`config.mk`:
```
export PLATFORM = sky130hd
export DESIGN_NAME = pcileech_wake_ctrl
export DESIGN_NICKNAME = d
export VERILOG_FILES = /design/src/rtl/pcileech_wake_ctrl.sv
export SDC_FILE = /design/constraint.sdc
export NUM_CORES = 1
export LEC_CHECK = 0
export ABC_AREA = 1
export CORE_MARGIN = 5
export CORE_UTILIZATION = 25
export CTS_BUF_LIST = sky130_fd_sc_hd__clkbuf_8
export CTS_CLUSTER_SIZE = 14
export DETAILED_ROUTE_END_ITERATION = 16
export HOLD_SLACK_MARGIN = 0.06
export PLACE_DENSITY_LB_ADDON = 0.15
export SKIP_LAST_GASP = 1
export SLEW_MARGIN = 40
export SYNTH_ARGS = -nofsm -noshare
export SYNTH_HDL_FRONTEND = slang
export SYNTH_SLANG_ARGS = --single-unit
```
`constraint.sdc`:
```
create_clock -name clk -period 4.3 [get_ports clk]
set_input_delay 0.43 -clock clk [delete_from_list [all_inputs] [get_ports clk]]
set_output_delay 0.43 -clock clk [all_outputs]
set_load 0.02 [all_outputs]
```
`src/rtl/pcileech_wake_ctrl.sv`:
```
// PCIe WAKE# sequencer: asserts WAKE# until link-up, with timed retries and PERST# release.
// Optional assertion counter on wake_cnt enabled by macro PCILEECH_WAKE_STATUS_EN.
//
// state   | meaning
// IDLE    | WAKE# released, waiting for an accepted wake_req
// ASSERT  | WAKE# driven low, waiting for link-up / PERST# release / timeout
// RELEASE | host released PERST#; WAKE# released, waiting for link-up
// GAP     | WAKE# released between attempts
module pcileech_wake_ctrl #(
  parameter logic [31:0] PARAM_WAKE_TIMEOUT = 32'd100_000_000,
  parameter logic [31:0] PARAM_RETRY_GAP    = 32'd1_000_000,
  parameter logic [3:0]  PARAM_MAX_RETRY    = 4'd3
) (
  input  logic       clk,
  input  logic       rst,
  input  logic       wake_en,
  input  logic       wake_req,
  input  logic       pcie_perst_n,
  input  logic       pcie_lnk_up,
  output logic       pcie_wake_n,
  output logic       wake_busy,
  output logic       wake_done,
  output logic       wake_fail,
  output logic [7:0] wake_cnt
);

  typedef enum logic [1:0] {
    IDLE    = 2'd0,
    ASSERT  = 2'd1,
    RELEASE = 2'd2,
    GAP     = 2'd3
  } state_e;

  state_e      state_q, state_d;
  logic [31:0] timer_q, timer_d;
  logic [3:0]  retry_q, retry_d;
  logic        wake_n_q, wake_n_d;
  logic        done_q, done_d;
  logic        fail_q, fail_d;
  logic        perst_s1_q, perst_s_q, perst_prev_q;
  logic        perst_rise;
  logic        wake_tmo, gap_end;

  assign perst_rise = perst_s_q & ~perst_prev_q;
  assign wake_tmo   = (timer_q == PARAM_WAKE_TIMEOUT - 32'd1);
  assign gap_end    = (timer_q == PARAM_RETRY_GAP - 32'd1);

  always_comb begin
    state_d = state_q;
    retry_d = retry_q;
    done_d  = 1'b0;
    fail_d  = 1'b0;
    case (state_q)
      IDLE: begin
        if (wake_req && wake_en && !pcie_lnk_up) begin
          state_d = ASSERT;
          retry_d = 4'd0;
        end
      end
      ASSERT: begin
        if (!wake_en) begin
          state_d = IDLE;
        end else if (pcie_lnk_up) begin
          state_d = IDLE;
          done_d  = 1'b1;
        end else if (perst_rise) begin
          state_d = RELEASE;
        end else if (wake_tmo) begin
          if (retry_q < PARAM_MAX_RETRY) begin
            state_d = GAP;
          end else begin
            state_d = IDLE;
            fail_d  = 1'b1;
          end
        end
      end
      RELEASE: begin
        if (!wake_en) begin
          state_d = IDLE;
        end else if (pcie_lnk_up) begin
          state_d = IDLE;
          done_d  = 1'b1;
        end else if (wake_tmo) begin
          if (retry_q < PARAM_MAX_RETRY) begin
            state_d = GAP;
          end else begin
            state_d = IDLE;
            fail_d  = 1'b1;
          end
        end
      end
      GAP: begin
        if (!wake_en) begin
          state_d = IDLE;
        end else if (pcie_lnk_up) begin
          state_d = IDLE;
          done_d  = 1'b1;
        end else if (gap_end) begin
          state_d = ASSERT;
          retry_d = retry_q + 4'd1;
        end
      end
      default: state_d = IDLE;
    endcase
  end

  // Timer restarts on each state entry and saturates rather than wrapping.
  always_comb begin
    timer_d = timer_q;
    if ((state_d != state_q) || (state_q == IDLE)) begin
      timer_d = 32'd0;
    end else if (timer_q != 32'hFFFF_FFFF) begin
      timer_d = timer_q + 32'd1;
    end
  end

  assign wake_n_d = (state_d != ASSERT);

  always_ff @(posedge clk) begin
    if (rst) begin
      state_q      <= IDLE;
      timer_q      <= 32'd0;
      retry_q      <= 4'd0;
      wake_n_q     <= 1'b1;
      done_q       <= 1'b0;
      fail_q       <= 1'b0;
      perst_s1_q   <= 1'b1;
      perst_s_q    <= 1'b1;
      perst_prev_q <= 1'b1;
    end else begin
      state_q      <= state_d;
      timer_q      <= timer_d;
      retry_q      <= retry_d;
      wake_n_q     <= wake_n_d;
      done_q       <= done_d;
      fail_q       <= fail_d;
      perst_s1_q   <= pcie_perst_n;
      perst_s_q    <= perst_s1_q;
      perst_prev_q <= perst_s_q;
    end
  end

`ifdef PCILEECH_WAKE_STATUS_EN
  logic [7:0] cnt_q;

  always_ff @(posedge clk) begin
    if (rst) begin
      cnt_q <= 8'h00;
    end else if ((state_d == ASSERT) && (state_q != ASSERT) && (cnt_q != 8'hFF)) begin
      cnt_q <= cnt_q + 8'h01;
    end
  end

  assign wake_cnt = cnt_q;
`else
  assign wake_cnt = 8'h00;
`endif

  assign pcie_wake_n = wake_n_q;
  assign wake_busy   = (state_q != IDLE);
  assign wake_done   = done_q;
  assign wake_fail   = fail_q;

endmodule
```
Word level (Yosys, flattened, before mapping)
Cells that the tools add are included.
Storage, ports and cells
  output and inout port bits: 12
  flip-flop bits (word level): 44
  word-level logic and storage cells: 65
Cells by class
  reduce and logical (&&, ||, !) cells: 11
  bitwise logic cells: 4
  $add $sub $neg: 2
  magnitude comparators: 1
  eq/ne operators: 12
  muxes and demuxes: 26
Operators with widths (number)
  $add 32x1->32 const B: 1
  $eq 32x20->1 const B: 1
  $eq 32x27->1 const B: 1
  $ne 32x32->1 const B: 1
  $mux 2: 11
  $mux 4: 4
  $mux 1: 8
  $ne 2x2->1 const B: 4
  $pmux 2 s4: 1
  $pmux 4 s2: 1
  $reduce_or 3->1: 2
  $reduce_and 5->1: 1
  $add 4x1->4 const B: 1
  $eq 2x2->1 const B: 2
  $lt 4x2->1 const B: 1
  $reduce_bool 2->1: 2
  $not 1->1: 3
  $eq 2x1->1 const B: 1
  $logic_and 1x1->1: 2
  $logic_not 2->1: 1
  $ne 2x1->1 const B: 1
  $ne 2x2->1: 1
  $pmux 1 s2: 1
  $reduce_or 2->1: 1
  3 further kinds: 3

Depth between registers and ports, before layout
  depth after elaboration: 10
  depth in mapped cells: 15
  gate-level depth less buffers: 14

Least setup slack after synthesis
OpenSTA, ideal clock, no wires.
  kind: flip-flop to flip-flop
  start: register timer_q[0]
  end: register timer_q[2]
  cell stages (with the launch flop): 16
  arrival: 1.722 ns
  path buffers: 1
  period minus slack after synthesis: 1.841 ns
  setup slack: 2.459 ns
  cells stage by stage: dfxtp_1 ha_1 inv_1 nor2_4 nand2_4 nor2_4 nand2_1 nand2_1 nand3_1 nand2_1 nand2_2 nor2_2 nor2_2 nand3_2 buf_6 nor2_2
Between the ends
  word-level cells in the longest chain between the ends: 9
  elaborated cells on any way between the ends: 17
  those cells by class: 1 x add/sub; 4 x eq/ne; 10 x mux; 2 x reduce/logical
RTL lines
  from (decl): line 35  | logic [31:0] timer_q, timer_d;
  from (signal assigned): line 132  | timer_q <= timer_d;
  $eq 32x27->1: line 45  | assign wake_tmo = (timer_q == PARAM_WAKE_TIMEOUT - 32'd1);
  $mux 2: line 68  | end else if (wake_tmo) begin
  $mux 2: line 66  | end else if (perst_rise) begin
  $mux 2: line 63  | end else if (pcie_lnk_up) begin
  $mux 2: line 61  | if (!wake_en) begin
  $pmux 2 s4: line 53  | case (state_q)
  $ne 2x2->1: line 110  | if ((state_d != state_q) || (state_q == IDLE)) begin
  $logic_or 1x1->1: line 110
  $reduce_or 2->1 (no line)
Several ways; a longest one is shown, not always the timed one.
A chain may end at the register's enable or synchronous reset.

Worst setup path after layout
  start: register timer_q[0]
  end: register timer_q[26]
Same word-level chain as after synthesis.

==> metrics.md <==
| Metric | Value |
|---|---|
| CTS Root Cell | clkbuf_8 |
| Summed negative setup slack over all endpoints | 0 ps |
| Chip width | 116 um |
| Design Power | 742 uW |
| Initial cell density of the core | 0.258 |
| Routability congestion estimate | 0.902 |
| Most frequent cell after synthesis | nand2_1 |
| Antenna violations before repair | 0 |
| Minimum clock period | 2510 ps |
| Kind of capture point of the worst setup path | register |
| Power density cells | 241 mW/mm^2 |
| Cell with the most instances on the worst path | nand2_1 |
| Startpoint types | register |
| FF-to-FF setup slack | 1790 ps |
| Int Power | 545 uW |
| Fraction of power consumed by the clock network | 0.338 |
| Worst setup path endpoint | timer_q[26]$_SDFFE_PP0P_ |
| Critical path origin | timer_q[0]$_SDFFE_PP0P_ |
| Portion of synthesized cell area occupied by the leading cell type | 0.312 |
| Fraction of final layout cells sized beyond drive strength 1 | 0.138 |
| Delay-heaviest family, CP | simple AND/OR/NAND/NOR gates |
| Layout filler cell count | 1,244 |
| Vertical die dimension | 116 um |
| Post-Route WL | 6680 um |
| Required time worst endpoint | 4520 ps |
| Top cells by area, synth | dfxtp_1 (31%), nand2_1 (11%), nor2_1 (10%) |
| Grt ovf | 0 |
| First drt pass iteration count | 4 |
| Worst supply voltage drop on vdd | 0.104 mV |
| Avg Inst Size Synth | 6.74 sq um |
| Reg2reg end | timer_q[26]$_SDFFE_PP0P_ |
| Post-synth EDFFs | 0 |
| Number of buffers inserted by port buffering | 9 |
| Yosys warning total | 0 |
| GRT Util Overall | 0.108 |
| Buffers and inverters on the worst path | 1 |
| Number of buffers added by the clock tree synthesis step | 5 |
| CP max stage cell | nand3_4 |
| Total standard cell area after synthesis | 0.00282 sq mm |
| Post-CTS setup repair buffer count | 0 |
| Leakage power figure | 1.18 nW |
| Worst path max stage delay | 460 ps |
| HP Class | reg -> reg |
| Sequential share of power | 0.564 |
| Comb power frac | 0.099 |
| CTS sink cnt | 44 |
| I/O pin total | 18 |
| Critical path cell sequence | ha_1 > inv_1 > nor2_4 > nand2_4 > nor2_4 > nand2_1 > nand2_1 > nand3_1 > nand3_1 > nand2_1 > nor2_2 > nand3_4 > nor2_1 |
| Max-Cap Viols | 0 |
| CTS Hold Buffers Added | 0 |
| Detail-routed net length per standard cell | 11.8 um |
| Core Region | 0.0109 sq mm |
| Final setup violation count | 0 |
| Pin count of the biggest net entering global routing | 33 |
| Final number of max-transition violations | 0 |
| Library cell occupying the most area in the post-synthesis netlist | dfxtp_1 |
| List of most frequent post-synthesis cells | nand2_1 (81), nor2_1 (78), inv_1 (56), dfxtp_1 (44), nor2_2 (31) |
| Most used flip-flop cell after synthesis | dfxtp_1 |
| # H-tree levels | 2 |
| Final-stage net count | 440 |
| Final Hold Violating Endpoints | 0 |
| Post-cts sizing count | 0 |
| Source-to-sink clock delay at the later pin of the worst-skew pair | 300 ps |
| Worst path depth | 13 |
| Critical R2R Launch | timer_q[0]$_SDFFE_PP0P_ |
| Via count | 2,332 |
| Async set-reset flop share out of synthesis | 0 |
| Slew of the pin with the lowest slew margin | 616 ps |
| Number of antenna cells inserted | 0 |
| Detail Placement HPWL | 5200 um |
| Switching Share | 0.266 |
| Num rows | 38 |
| DRC viols | 0 |
| Final worst path period share | 0.583 |
| Unrepaired setup endpoints after global routing | false |
| Flip-flop and latch count after synthesis | 44 |
| Clock skew | 7.88 ps |
| Number of cells traversed by the worst register-to-register path | 13 |
| P_sw | 197 uW |
| Post-CTS clock slew at the launch and capture registers of the worst setup and hold paths | 80 ps |
| Slew Limit Headroom | 0.590 |
| Sequential fraction of the synthesis area | 0.312 |
| Outcome | finished clean |
| Largest fanout of any net on the critical path | 32 |
| Max clock buf depth | 2 |
| Layout overhead on the synthesized area | 9.00% |
| Distinct cell type count of the synthesized netlist | 27 |
| Maximum clock frequency | 399 MHz |
| Path type of the worst setup path | reg -> reg |
| Antenna Violating Nets Remaining | 0 |
| Average via count per standard cell | 4.11 |
| Via count of the first global-routing pass | 2,323 |
| Initial DRC count | 139 |
| Die Area | 0.0135 sq mm |
| Cell count after synthesis | 419 |
| Clock tree from TritonCTS | done |
| Wire length of the first global-routing pass | 11,500 um |
| Critical path arrival | 2730 ps |
==> flip-flops by register name, indices dropped and copies added (netlist names) <==
| register | cells |
|---|---|
| wake_done | 1 |
| perst_prev_q | 1 |
| timer_q | 32 |
| perst_s_q | 1 |
| perst_s1_q | 1 |
| wake_fail | 1 |
| pcie_wake_n | 1 |
| state_q | 2 |
| retry_q | 4 |
==> power by group through the flow <==
stage | clock, mW | sequential [mW] | combinational, mW
final | 0.251 | 0.418 | 0.0732
after global routing | 0.285 | 0.420 | 0.0827
after CTS | 0.269 | 0.418 | 0.0739
after detailed placement | 0 | 0.428 | 0.0735
after global placement | 0 | 0.428 | 0.0731
after floorplan | 0 | 0.429 | 0.0588
==> worst register-to-register path, stage by stage (launching register included) <==
cell,delay [ps]
dfxtp_1,410
ha_1,240
inv_1,100
nor2_4,200
nand2_4,110
nor2_4,140
nand2_1,80
nand2_1,60
nand3_1,80
nand3_1,90
nand2_1,60
nor2_2,150
nand3_4,460
nor2_1,240
==> cells by family after synthesis <==
group,Yosys count,synth area share
AOI/OAI and AO/OA,9,0.0168
buffers and inverters,70,0.118
other,1,0.00133
DFF,44,0.312
xor gates and xnor gates,26,0.0807
and+or+nand+nor,263,0.445
adders and majority gates,6,0.0266
==> area by class of cell <==
type,instances,area [sq um],share of cell area
Clock buffer,5,68.8,0.0224
Clock inverter,2,8.76,0.00285
Tap cell,140,175,0.0569
Timing Repair Buffer,9,90.1,0.0293
Sequential cell,44,881,0.286
Multi-Input combinational cell,312,1640,0.534
Inverter,56,210,0.0683
==> through the flow <==
step	cell area [sq um]	hold WS (ps)	utilization	worst slack, ps	std cells
2_1_floorplan	2850	389	-	2460	426
3_3_place_gp	2990	399	0.274	1280	561
3_5_place_dp	3000	400	0.274	1610	561
4_1_cts	3080	422	0.281	1750	568
5_1_grt	3080	456	0.281	1420	568
6_report	3080	420	0.281	1790	568
==> layer usage <==
metal | up-vias | track usage | part of all wire
li1 | 1280 | - | -
met1 | 1016 | 0.151 | 0.53
met2 | 29 | 0.169 | 0.43
met3 | 7 | 0.0233 | 0.030
met4 | 0 | 0.0278 | 0.011
met5 | - | 0 | 0
==> cell usage in the layout (no fill, tap or decap), types with 6 or more instances in the layout <==
| cell | Yosys | final |
|---|---|---|
| nand3_1 | 13 | 13 |
| nand2_1 | 81 | 81 |
| nor3_1 | 25 | 25 |
| dfxtp_1 | 44 | 44 |
| xor2_1 | 25 | 25 |
| nor4_1 | 6 | 6 |
| clkdlybuf4s50_1 | 0 | 9 |
| ha_1 | 6 | 6 |
| nor2_2 | 31 | 31 |
| conb_1 | 1 | 8 |
| inv_1 | 56 | 56 |
| nor2_4 | 7 | 7 |
| o21ai_0 | 6 | 6 |
| nor2_1 | 78 | 78 |
==> how the worst min path moves through the flow <==
stage / from / end / slack (ps) / depth (start not counted)
4_1_cts: perst_s1_q$_SDFF_PP1_ / perst_s_q$_SDFF_PP1_ / 420 / 1
3_3_place_gp: perst_s1_q$_SDFF_PP1_ / perst_s_q$_SDFF_PP1_ / 400 / 1
2_1_floorplan: perst_s1_q$_SDFF_PP1_ / perst_s_q$_SDFF_PP1_ / 390 / 1
5_1_grt: perst_s1_q$_SDFF_PP1_ / perst_s_q$_SDFF_PP1_ / 460 / 1
6_report: perst_s1_q$_SDFF_PP1_ / perst_s_q$_SDFF_PP1_ / 420 / 1
3_5_place_dp: perst_s1_q$_SDFF_PP1_ / perst_s_q$_SDFF_PP1_ / 400 / 1
(Power assumes the default switching activity.)
==> variant 1, RTL diff (config.mk and constraints unchanged) <==
Add a define of `PCILEECH_WAKE_STATUS_EN`.
--- a/src/rtl/pcileech_wake_ctrl.sv
+++ b/src/rtl/pcileech_wake_ctrl.sv
@@ -6,6 +6,8 @@
 // ASSERT  | WAKE# driven low, waiting for link-up / PERST# release / timeout
 // RELEASE | host released PERST#; WAKE# released, waiting for link-up
 // GAP     | WAKE# released between attempts
+`define PCILEECH_WAKE_STATUS_EN
+
 module pcileech_wake_ctrl #(
   parameter logic [31:0] PARAM_WAKE_TIMEOUT = 32'd100_000_000,
   parameter logic [31:0] PARAM_RETRY_GAP    = 32'd1_000_000,
Function: changed (Yosys sat finds a counterexample within 4 cycles, from zero or initial values and one cycle with rst high).
==> variant 1 against the unedited design <==
Final area grew 10%. Area after synthesis grew 5.9%. Global-route usage shrank 0.77 points. Clock skew grew 0.0041 ns. Synthesized cell count grew 2.9%. Setup slack gained 0.062 ns. Worst hold slack gained 0.0095 ns. Sequential cell count grew 8. Total power grew 24%. Clock power grew 17%. Maximum frequency grew 2.6%. Cell count grew 5.5%. Wire length grew 0.46%.
==> variant 1: results (changes against the unedited design) <==
** Run status
- The flow ran to the end, and the final reports show no timing, DRC or antenna violations.

** Finish
- Seq_cells :: 52 (+18%)
- FILL cells :: 1,301 (+4.6%)
- The count of non-CTS inverters in the layout is 51 (-8.9%).
- The number of nets in the final layout is 464 (+5.5%).
- Final non-filler cell total :: 599 (+5.5%)
- Share of cell area taken by multi-input logic gates :: 50.4% (-3.0 points)
- Fraction of area in clock buffers and inverters :: 2.62% (+0.098 points)
- The area of all placed cells without fillers came to 3390 um2 (+10%).
- The flip-flop and latch share of the layout cell area was 30.7% (+2.1 points).

** Timing
- The final hold slack came to 0.429 ns (+0.00952 ns).
- The setup skew after layout was 0.0120 ns (+0.00408 ns).

** Global routing
- The via count of the first global-routing pass came to 2,514 (+8.2%).
- All-Layer GR Usage :: 10.0% (-0.77 points)
- Met2 routing resource usage after global routing :: 15.5% (-1.4 points)
- Global-route wire length before repair :: 11,600 um (+1.2%)
- Met3 layer usage reported by global route :: 2.66% (+0.33 points)

** Worst setup path
- The worst register-to-register path ends at timer_q[21].

** Placement
- # port buffers :: 17 (+8)
- The worst setup timing slack at the placement stage is 1.77 ns (+0.165 ns).

** Clock tree
- The clock transition time at the flip-flop clock pins of the worst setup and hold paths is 0.10 ns (+0.02 ns).

** Synth
- The commonest cells after synthesis are 94 x sky130_fd_sc_hd__nand2_1, 66 x sky130_fd_sc_hd__nor2_1, 52 x sky130_fd_sc_hd__dfxtp_1.
- The area of the mapped netlist came to 2990 um2 (+5.9%).
- Yosys attributes the largest share of cell area to sky130_fd_sc_hd__dfxtp_1 35%, sky130_fd_sc_hd__nand2_1 12%, sky130_fd_sc_hd__nor2_1 8.3%.
- The share of the synthesized area in compound gates (AO/OA/AOI/OAI) was 4.14% (+2.5 points).
- The fraction of the mapped netlist area in adder cells was 2.93% (+0.27 points).

** Routing
- Met3 routed WL :: 290 um (+44%)
- The number of vias in the routed layout came to 2,561 (+9.8%).
- Detailed Route Iter0 Violations :: 96 (-31%)

** Power
- The net load switching power came to 0.270 mW (+37%).
## variant 1: cell count changes after synthesis, sizes merged, moves of 4 or more
cell	change
inv	-6
a21oi	+10
nor3	-11
nor4	-4
buf	-9
nand3	+22
nand2	+11
nor2	-16
dfxtp	+8
## variant 1: how the worst max path moves through the flow
stage | startpoint | slack (ns) | endpoint | cells past startpoint
after floorplan | timer_q[0] | 2.35 | timer_q[3] | 14
after global placement | wake_en | 1.79 | timer_q[21] | 12
after detailed placement | wake_en | 1.77 | timer_q[21] | 12
after CTS | timer_q[0] | 1.81 | timer_q[21] | 14
after global routing | timer_q[0] | 1.54 | timer_q[21] | 14
final | timer_q[0] | 1.86 | timer_q[21] | 14
## variant 1: kinds of logic (layout without fill, tap and decap cells)
| kind of cell | after synthesis | after routing |
|---|---|---|
| simple gates | 266 | 266 |
| buf+inv | 56 | 77 |
| flops | 52 | 52 |
| xor+xnor | 28 | 28 |
| compound gates | 22 | 22 |
| fa+ha+maj | 7 | 7 |
==> variant 2, RTL diff (config.mk and constraints unchanged) <==
Made on the original files. Re-encode `state_e` (4 states) as Gray code, 2 bits wide.
--- a/src/rtl/pcileech_wake_ctrl.sv
+++ b/src/rtl/pcileech_wake_ctrl.sv
@@ -25,10 +25,10 @@
 );
 
   typedef enum logic [1:0] {
-    IDLE    = 2'd0,
-    ASSERT  = 2'd1,
-    RELEASE = 2'd2,
-    GAP     = 2'd3
+    IDLE    = 2'b00,
+    ASSERT  = 2'b01,
+    RELEASE = 2'b11,
+    GAP     = 2'b10
   } state_e;
 
   state_e      state_q, state_d;
Function: no difference found for any inputs over 10 cycles, from zero or initial values and one cycle with rst high; not proved beyond that.
==> variant 2 against the unedited design <==
Wire length up 5.5%. Synthesized cell count up 0.72%. Setup slack better by 0.037 ns. Non-clock buffer count unchanged. Area after synthesis unchanged. Final area up 0.45%. Via count up 7.1%. Sequential share of layout area down 0.13 points. Sequential cell count unchanged. Cell count up 0.53%.
Power is not compared: it rests on default switching activity, and its combinational part moved more than twofold at a synthesized area within 25%.
==> variant 2: results (changes against the unedited design) <==
** Run status
- Run status :: finished clean

** Global routing
- Met2 routing resource usage after global routing :: 18.6% (+1.8 points)
- Number of global-route vias before repair :: 2,435 (+4.8%)
- The met1 routing resource usage after global routing is 14.6% (-0.53 points).
- Met3 layer usage reported by global route :: 1.81% (-0.52 points)
- The total track usage was 11.2% (+0.36 points).
- Global-route wire length before repair :: 11,900 um (+3.9%)

** Timing
- Transition time of the tightest slew-check pin :: 0.604 ns (-0.0112 ns)
- Fin Clk Skew :: 0.0150 ns (+0.00717 ns)

** Routing
- Met3 routed WL :: 193 um (-4.0%)
- The met2 wirelength from detailed routing came to 3330 um (+16%).
- The iteration-0 DRC count of the detailed router was 120 (-14%).
- Final Routed Wirelength :: 7050 um (+5.5%)
- The number of vias in the routed layout is 2,497 (+7.1%).

** Synth
- The total number of yosys warnings is 0 (unchanged).
- Counting instances in the post-synthesis netlist gives the leading cell types as 89 x sky130_fd_sc_hd__nor2_1, 87 x sky130_fd_sc_hd__nand2_1, 44 x sky130_fd_sc_hd__dfxtp_1.
- By area the synthesized netlist is led by sky130_fd_sc_hd__dfxtp_1 31%, sky130_fd_sc_hd__nor2_1 12%, sky130_fd_sc_hd__nand2_1 12%.
- The number of library cell types mapped by synthesis is 35 (+30%).

** Placement
- Routability congestion estimate from global placement :: 0.930 (+3.1%)
- The HPWL reported at the end of detailed placement is 5570 um (+7.2%).

** Clock tree
- Maximum root-to-sink buffer count :: 2 (unchanged)
- The buffer count from post-CTS setup fixing was 0 (unchanged).

** Finish
- The number of nets in the final layout came to 438 (-0.45%).
- Fraction of layout cells with a size suffix above 1 :: 15.1% (+1.3 points)
- FILL cells :: 1,231 (-1.0%)

** Power
- Leakage power :: 1.15 nW

** Worst setup path
- Worst Path Arrival :: 2.68 ns (-0.05 ns)
[variant 2: cell types whose count changed after synthesis, sizes merged, moves of 3 or more]
cell / change
nor3: -8
or2: -3
ha: -4
a21oi: +4
xor2: +3
nor2: +10
nand4: +5
o21ai: -4
nor4: +3
nand2: +5
inv: -12
[variant 2: final timing paths]
kind	start	depth (start not counted)	slack, ns	to
worst max-delay path	timer_q[0]	11	1.83	timer_q[9]
worst min register to register	perst_s1_q	1	0.42	perst_s_q
worst max register to register	timer_q[0]	11	1.83	timer_q[9]
worst min-delay path	perst_s1_q	1	0.42	perst_s_q
[variant 2: cell families after synthesis]
logic type,after synthesis,synth area share (%)
other,1,0.133
XOR/XNOR,30,9.31
adder cells (fa/ha/maj),2,0.886
flip-flops,44,31.2
AO/OA/AOI/OAI,9,1.95
buffers and inverters,59,10.6
AND/OR/NAND/NOR,277,45.9
[variant 2: metrics by stage]
stage	instance area [um2]	worst slack, ns	hold slack [ns]	cells	total power [mW]
floorplan	2850	2.50	0.389	429	0.447
global placement	2980	1.84	0.391	563	0.448
detailed placement	2980	1.85	0.402	563	0.448
CTS	3090	1.81	0.425	571	0.772
global route	3090	1.54	0.446	571	0.793
finish	3090	1.83	0.420	571	0.751
[variant 2: area by class of cell]
cell class                      count  area (um2)  area share, %
Clock inverter                      3        38.8           1.26
Clock buffer                        5        68.8           2.23
Inverter                           44         168           5.43
Multi-Input combinational cell    326        1670           54.0
Timing Repair Buffer                9        90.1           2.91
Tap cell                          140         175           5.67
Sequential cell                    44         881           28.5
[variant 2: power groups by stage]
stage	combinational, mW	clock [mW]	sequential, mW
floorplan	0.0266	0	0.420
global placement	0.0275	0	0.420
detailed placement	0.0274	0	0.420
CTS	0.0275	0.333	0.411
global route	0.0306	0.351	0.411
finish	0.0274	0.313	0.411
